File: src/rtl/serial_adder.sv
// rtl/serial_adder.sv - bit-serial LSB-first adder with IDLE/SHIFT/DONE control.
// Optional signed-overflow output enabled by defining SERIAL_ADDER_OVF_EN.
module serial_adder #(
  parameter int WIDTH = 8
) (
  input  logic             clk,
  input  logic             rst_n,
  input  logic             start,
  input  logic [WIDTH-1:0] a,
  input  logic [WIDTH-1:0] b,
  output logic             busy,
  output logic             done,
  output logic [WIDTH-1:0] sum,
  output logic             cout
`ifdef SERIAL_ADDER_OVF_EN
  ,
  output logic             ovf
`endif
);

  localparam int CW = $clog2(WIDTH + 1);

  typedef enum logic [1:0] {IDLE, SHIFT, DONE} state_t;

  state_t          state;
  logic [WIDTH-1:0] ra;
  logic [WIDTH-1:0] rb;
  logic [WIDTH-1:0] res;
  logic             carry;
  logic [CW-1:0]    cnt;

  logic h1, g1, s_bit, c_next, last_bit;

  // Two half-adder stages around the carry flop form one full-adder bit slice.
  always_comb begin
    h1       = ra[0] ^ rb[0];
    g1       = ra[0] & rb[0];
    s_bit    = h1 ^ carry;
    c_next   = g1 | (h1 & carry);
    last_bit = (cnt == CW'(WIDTH - 1));
  end

  always_ff @(posedge clk or negedge rst_n) begin
    if (!rst_n) begin
      state <= IDLE;
      ra    <= '0;
      rb    <= '0;
      res   <= '0;
      carry <= 1'b0;
      cnt   <= '0;
      busy  <= 1'b0;
      done  <= 1'b0;
      sum   <= '0;
      cout  <= 1'b0;
`ifdef SERIAL_ADDER_OVF_EN
      ovf   <= 1'b0;
`endif
    end else begin
      case (state)
        IDLE: begin
          if (start) begin
            ra    <= a;
            rb    <= b;
            carry <= 1'b0;
            cnt   <= '0;
            busy  <= 1'b1;
            state <= SHIFT;
          end
        end
        SHIFT: begin
          ra    <= ra >> 1;
          rb    <= rb >> 1;
          res   <= {s_bit, res[WIDTH-1:1]};
          carry <= c_next;
          cnt   <= cnt + CW'(1);
          if (last_bit) begin
            // Final bit: publish the assembled result together with the carry.
            sum   <= {s_bit, res[WIDTH-1:1]};
            cout  <= c_next;
`ifdef SERIAL_ADDER_OVF_EN
            ovf   <= carry ^ c_next;
`endif
            busy  <= 1'b0;
            done  <= 1'b1;
            state <= DONE;
          end
        end
        DONE: begin
          done  <= 1'b0;
          state <= IDLE;
        end
        default: begin
          busy  <= 1'b0;
          done  <= 1'b0;
          state <= IDLE;
        end
      endcase
    end
  end

endmodule

File: config.mk
export PLATFORM = sky130hd
export DESIGN_NAME = serial_adder
export DESIGN_NICKNAME = d
export VERILOG_FILES = /design/src/rtl/serial_adder.sv
export SDC_FILE = /design/constraint.sdc
export NUM_CORES = 1
export LEC_CHECK = 0
export BUFFER_PORTS_ARGS = -buffer_cell sky130_fd_sc_hd__buf_2
export CORE_MARGIN = 2
export CORE_UTILIZATION = 55
export CTS_CLUSTER_SIZE = 30
export DETAILED_ROUTE_END_ITERATION = 7
export PLACE_DENSITY_LB_ADDON = 0.12
export SYNTH_ARGS = -nofsm -noshare
export SYNTH_HDL_FRONTEND = slang
export SYNTH_SLANG_ARGS = --single-unit
export TNS_END_PERCENT = 20
File: constraint.sdc
create_clock -name clk -period 2.1 [get_ports clk]
set_input_delay 0.21 -clock clk [delete_from_list [all_inputs] [get_ports clk]]
set_output_delay 0.21 -clock clk [all_outputs]
set_load 0.005 [all_outputs]
==> Word level (Yosys, flattened, before mapping) <==
Index checks and enable logic that the tools add are counted.
{ "totals": {"register_bits": 42} }
{ "classes": {"addsub": 1, "eq_ne": 5, "mux": 16, "n_bitwise": 7, "reduce_logical": 7} }
{ "ops": {"columns": ["operator", "n"], "rows": [
  ["$pmux W8 S2", 2],
  ["$mux W8", 2],
  ["$pmux W4 S2", 1],
  ["$reduce_and A2 Y1", 4],
  ["$add A4 B1 Y4 const B", 1],
  ["$eq A4 B3 Y1 const B", 1],
  ["$mux W1", 4],
  ["$mux W2", 2],
  ["$mux W4", 1],
  ["$ne A2 B2 Y1 const B", 2],
  ["$pmux W1 S2", 2],
  ["$pmux W2 S2", 1],
  ["$pmux W1 S3", 1],
  ["$reduce_and A3 Y1", 1],
  ["$and A1 B1 Y1", 2],
  ["$eq A2 B1 Y1 const B", 1],
  ["$eq A2 B2 Y1 const B", 1],
  ["$logic_not A2 Y1", 1],
  ["$not A1 Y1", 2],
  ["$reduce_bool A2 Y1", 1],
  ["$xor A1 B1 Y1", 2],
  ["$or A1 B1 Y1", 1]
]} }

==> Depth between registers and ports, before layout <==
{ "depth": {"word_depth": 4, "mapped_depth": 5} }

==> Worst setup path before layout <==
Ideal clock, no wire load.
{ "synth_path": {"kind": "reg-to-reg", "start": "register cnt[0]", "end": "register cout", "setup_ns": 0.125, "arrival_time_ns": 1.359, "required_ns": 1.975, "setup_slack_ns": 0.616, "path_stages_with_launch": 6, "path_buffers": 1, "period_less_slack_ns": 1.484, "cell_sequence": "dfrtp_1 > ha_1 > and3b_4 > and2_4 > buf_6 > mux2_4"} }
{ "synth_via": {"elab_chain_cells": 2} }
{ "synth_rtl": {"columns": ["element", "line", "rtl"], "rows": [
  ["start, declared", "30", "logic [CW-1:0] cnt;"],
  ["start signal, assigned", "75", "cnt <= cnt + CW'(1);"],
  ["$eq A4 B3 Y1", "40", "last_bit = (cnt == CW'(WIDTH - 1));"],
  ["$reduce_and A2 Y1 (no source line)", null, null],
  ["end signal, assigned", "79", "cout <= c_next;"],
  ["end, declared", "14", "output logic cout"]
]} }
No other way between the ends.
A chain may end at the register's enable or synchronous reset.

==> Worst setup path after layout <==
{ "layout_path": {"start": "register state[1]", "end": "register sum[7]"} }
{ "layout_via": {"elab_chain_cells": 2} }
{ "layout_rtl": {"columns": ["element", "line", "rtl"], "rows": [
  ["start, declared", "25", "state_t state;"],
  ["start signal, assigned", "45", "state <= IDLE;"],
  ["start signal, assigned", "67", "state <= SHIFT;"],
  ["start signal, assigned", "85", "state <= DONE;"],
  ["$eq A2 B1 Y1", "59", "case (state)"],
  ["$reduce_and A2 Y1 (no source line)", null, null],
  ["end signal, assigned", "78", "sum <= {s_bit, res[WIDTH-1:1]};"],
  ["end, declared", "13", "output logic [WIDTH-1:0] sum,"]
]} }
No other way between the ends.

==> impl_results.md <==
- Sink Count: 41
- Post-route cell area: 0.00215 sq mm
- Syn_nets: 192
- Area contributors post-synth: dfrtp_1 (55%), mux2_4 (7.3%), a22oi_1 (5.2%)
- Final GP Congestion: 0.733
- Cell taking the most area after synthesis: dfrtp_1
- Post-route ant nets: 0
- Hold endpoint: ra[1]
- Post-Syn Area: 0.00186 sq mm
- Worst Hold Path Cells: 3
- Count of input and output buffers: 29
- Final clock skew: 0.00807 ns
- Drt first pass iters: 4
- Post-CTS sizing: 0
- Gr usage total: 21.1%
- Max frequency: 637 MHz
- DR vias: 1346
- Critical Path RT: 2.35 ns
- Post-synthesis sequential area ratio: 55.1%
- Die area: 0.00386 sq mm
- Vias in the first global route: 1384
- Top cell type's share of synthesized area: 55.1%
- Outcome: finished, final reports clean
- Pwr/cell area: 1430 mW/mm^2
- RR Startpoint: state[1]
- Layout cells sized above 1: 26.7%
- Comb pwr share: 35.7%
- Clock transition at path regs: 0.12 ns
- Final setup vio count: 0
- Post-Syn Instances: 171
- Depth of the worst register-to-register path: 3
- Wire length per cell: 14.6 um
- Std cell rows: 21
- CTS Buf Count: 5
- CP Capture Type: register
- R2R Setup Slk: 0.53 ns
- Initial antenna violation count: 0
- Syn Area/Cell: 10.9 sq um
- Final worst-path cycle share: 74.8%
- Leak: 1.05 nW
- Crit path DAT: 1.82 ns
- DP Wirelength: 2430 um
- Final count of hold timing violations: 0
- I/O pin cnt: 30
- Synth warn: 0
- Clock latency on the worst-skew pair: 0.35 ns
- Max_cap viols: 0
- Post-DP Area: 0.00204 sq mm
- Layout overhead on the synthesized area: 15.7%
- Clk buf depth: 2
- VDD IR max: 0.654 mV
- Gr ovfl total: 0
- # fillers: 286
- Seq cells post-synth: 41
- Worst min-delay path class: input port to register
- Sequential Power Share: 43.5%
- DRC: 0
- CP Launch Type: register
- First DRT Iteration DRCs: 49
- Die height: 62.2 um
- # diodes: 0
- Final WL: 3620 um
- Library cells used by synthesis: 30
- Relative slew slack: 41.7%
- RSZ-0062 raised after global routing: false
- CTS H-tree depth: 2
- Hold Crit Start: a[1]
- Initial Util: 56.6%
- Setup TNS Final: 0 ns
- P_int: 2.02 mW
- Maximum fanout along the worst path: 23
- Clock power share: 20.8%
- Crit Path Class: register to register
- Fin. max-slew vios: 0
- RR Endpoint: sum[7]
- Net Sw Frac: 34.6%
- Clock Root Buffer: clkbuf_4
- CTS tree: done
- Final critical-path required period: 1.57 ns
- Total net switching power: 1.07 mW
- Vias per Instance: 5.43
- Largest net degree at the start of global routing: 42
- First-pass GRT wire length: 6360 um
- Slew @ Worst Pin: 0.874 ns
- Fin nets: 222
- Core area: 0.00328 sq mm
- Die W: 62.2 um
==> timing repair <==
item,in CTS,in global routing
hold buffers,1,0
hold endpoints to repair,41,0
buffers inserted,0,0
==> sequential cells by signal, summed over array words and instances (netlist names), 2 cells and up <==
signal / count
cnt: 4
ra: 8
rb: 8
res: 7
state: 2
sum: 8
==> cells in the final DEF, fill, tap and decap left out <==
master         instances
a21oi_1               18
a22o_1                 3
a22oi_1               13
and2_4                 1
and2b_1                4
and2b_4                1
and3b_1                1
and3b_4                1
buf_2                 29
buf_4                  4
bufinv_16              2
clkbuf_4               5
dfrtp_1               41
dlygate4sd3_1          1
fa_1                   1
ha_1                   1
inv_1                  1
inv_6                  1
mux2_2                 1
mux2_4                 9
nand2_1               26
nand2b_1               1
nand3_1                2
nor2_1                 3
nor2b_1               12
o21ai_0               16
o21ai_1                1
o21bai_1               1
o311ai_0               1
o32ai_1                1
==> how the worst max path moves through the flow <==
| stage | from | to | cells past startpoint | slack, ns |
|---|---|---|---|---|
| 6_report | state[1] | sum[7] | 3 | 0.53 |
| 5_1_grt | state[1] | sum[7] | 3 | 0.47 |
| 4_1_cts | state[1] | sum[7] | 3 | 0.51 |
| 2_1_floorplan | cnt[0] | cout | 5 | 0.62 |
| 3_3_place_gp | state[1] | sum[3] | 3 | 0.58 |
| 3_5_place_dp | state[1] | sum[1] | 3 | 0.54 |
==> cells in the mapped netlist (all sizes together) <==
library cell / number
a21oi: 18
a22o: 3
clkbuf: 5
nor2: 3
nor2b: 12
mux2: 10
and2: 1
and3b: 2
inv: 1
nand2: 26
o32ai: 1
nand2b: 1
nand3: 2
fa: 1
ha: 1
dfrtp: 41
and2b: 5
o311ai: 1
o21bai: 1
buf: 6
o21ai: 17
a22oi: 13
==> per-layer routing <==
| metal | part of all wire [%] | routed length [um] | GRT usage [%] | vias up |
|---|---|---|---|---|
| met5 | 0 | 0 | 0 | - |
| met4 | 1.8 | 64 | 8.06 | 0 |
| met3 | 4.4 | 160 | 6.16 | 8 |
| met2 | 49 | 1760 | 34.6 | 33 |
| met1 | 45 | 1630 | 26.5 | 647 |
| li1 | - | - | - | 658 |
==> power by group through the flow <==
stage | Sequential, mW | Clock [mW] | Combinational [mW]
2_1_floorplan | 1.31 | 0 | 0.814
3_3_place_gp | 1.34 | 0 | 1.06
3_5_place_dp | 1.36 | 0 | 1.10
4_1_cts | 1.34 | 0.657 | 1.12
5_1_grt | 1.39 | 0.704 | 1.23
6_report | 1.34 | 0.641 | 1.10
==> critical path, cell delays in order (launching register included) <==
cell and delay [ns]:
dfrtp_1 0.40, and2b_4 0.42, and2_4 0.32, mux2_4 0.32
==> kinds of logic after synthesis <==
family / synth area share (%)
flip-flops: 55.1
buffers and inverters: 3.29
AND/OR/NAND/NOR: 14.5
multiplexers: 7.87
adder cells (fa/ha/maj): 1.75
AO/OA/AOI/OAI: 17.4
==> cell type report <==
class / count / area [sq um] / share of cell area [%]
multi-input cells: 118 / 773 / 35.9
well taps: 46 / 57.6 / 2.67
clock inverters: 3 / 68.8 / 3.20
clock buffers: 5 / 37.5 / 1.74
flip-flops and latches: 41 / 1030 / 47.7
inverters: 1 / 3.75 / 0.174
repair buffers: 34 / 185 / 8.60
==> stage by stage <==
stage	hold WS [ns]	cells	setup WS (ns)	power [mW]	utilization, %
4_1_cts	0.122	248	0.514	3.12	65.5
5_1_grt	0.139	248	0.470	3.32	65.5
3_3_place_gp	0.376	239	0.584	2.40	62.0
3_5_place_dp	0.384	239	0.541	2.46	62.0
2_1_floorplan	-0.0856	171	0.616	2.13	-
6_report	0.133	248	0.530	3.09	65.5
Note: power is estimated with default switching activity, not from simulation.
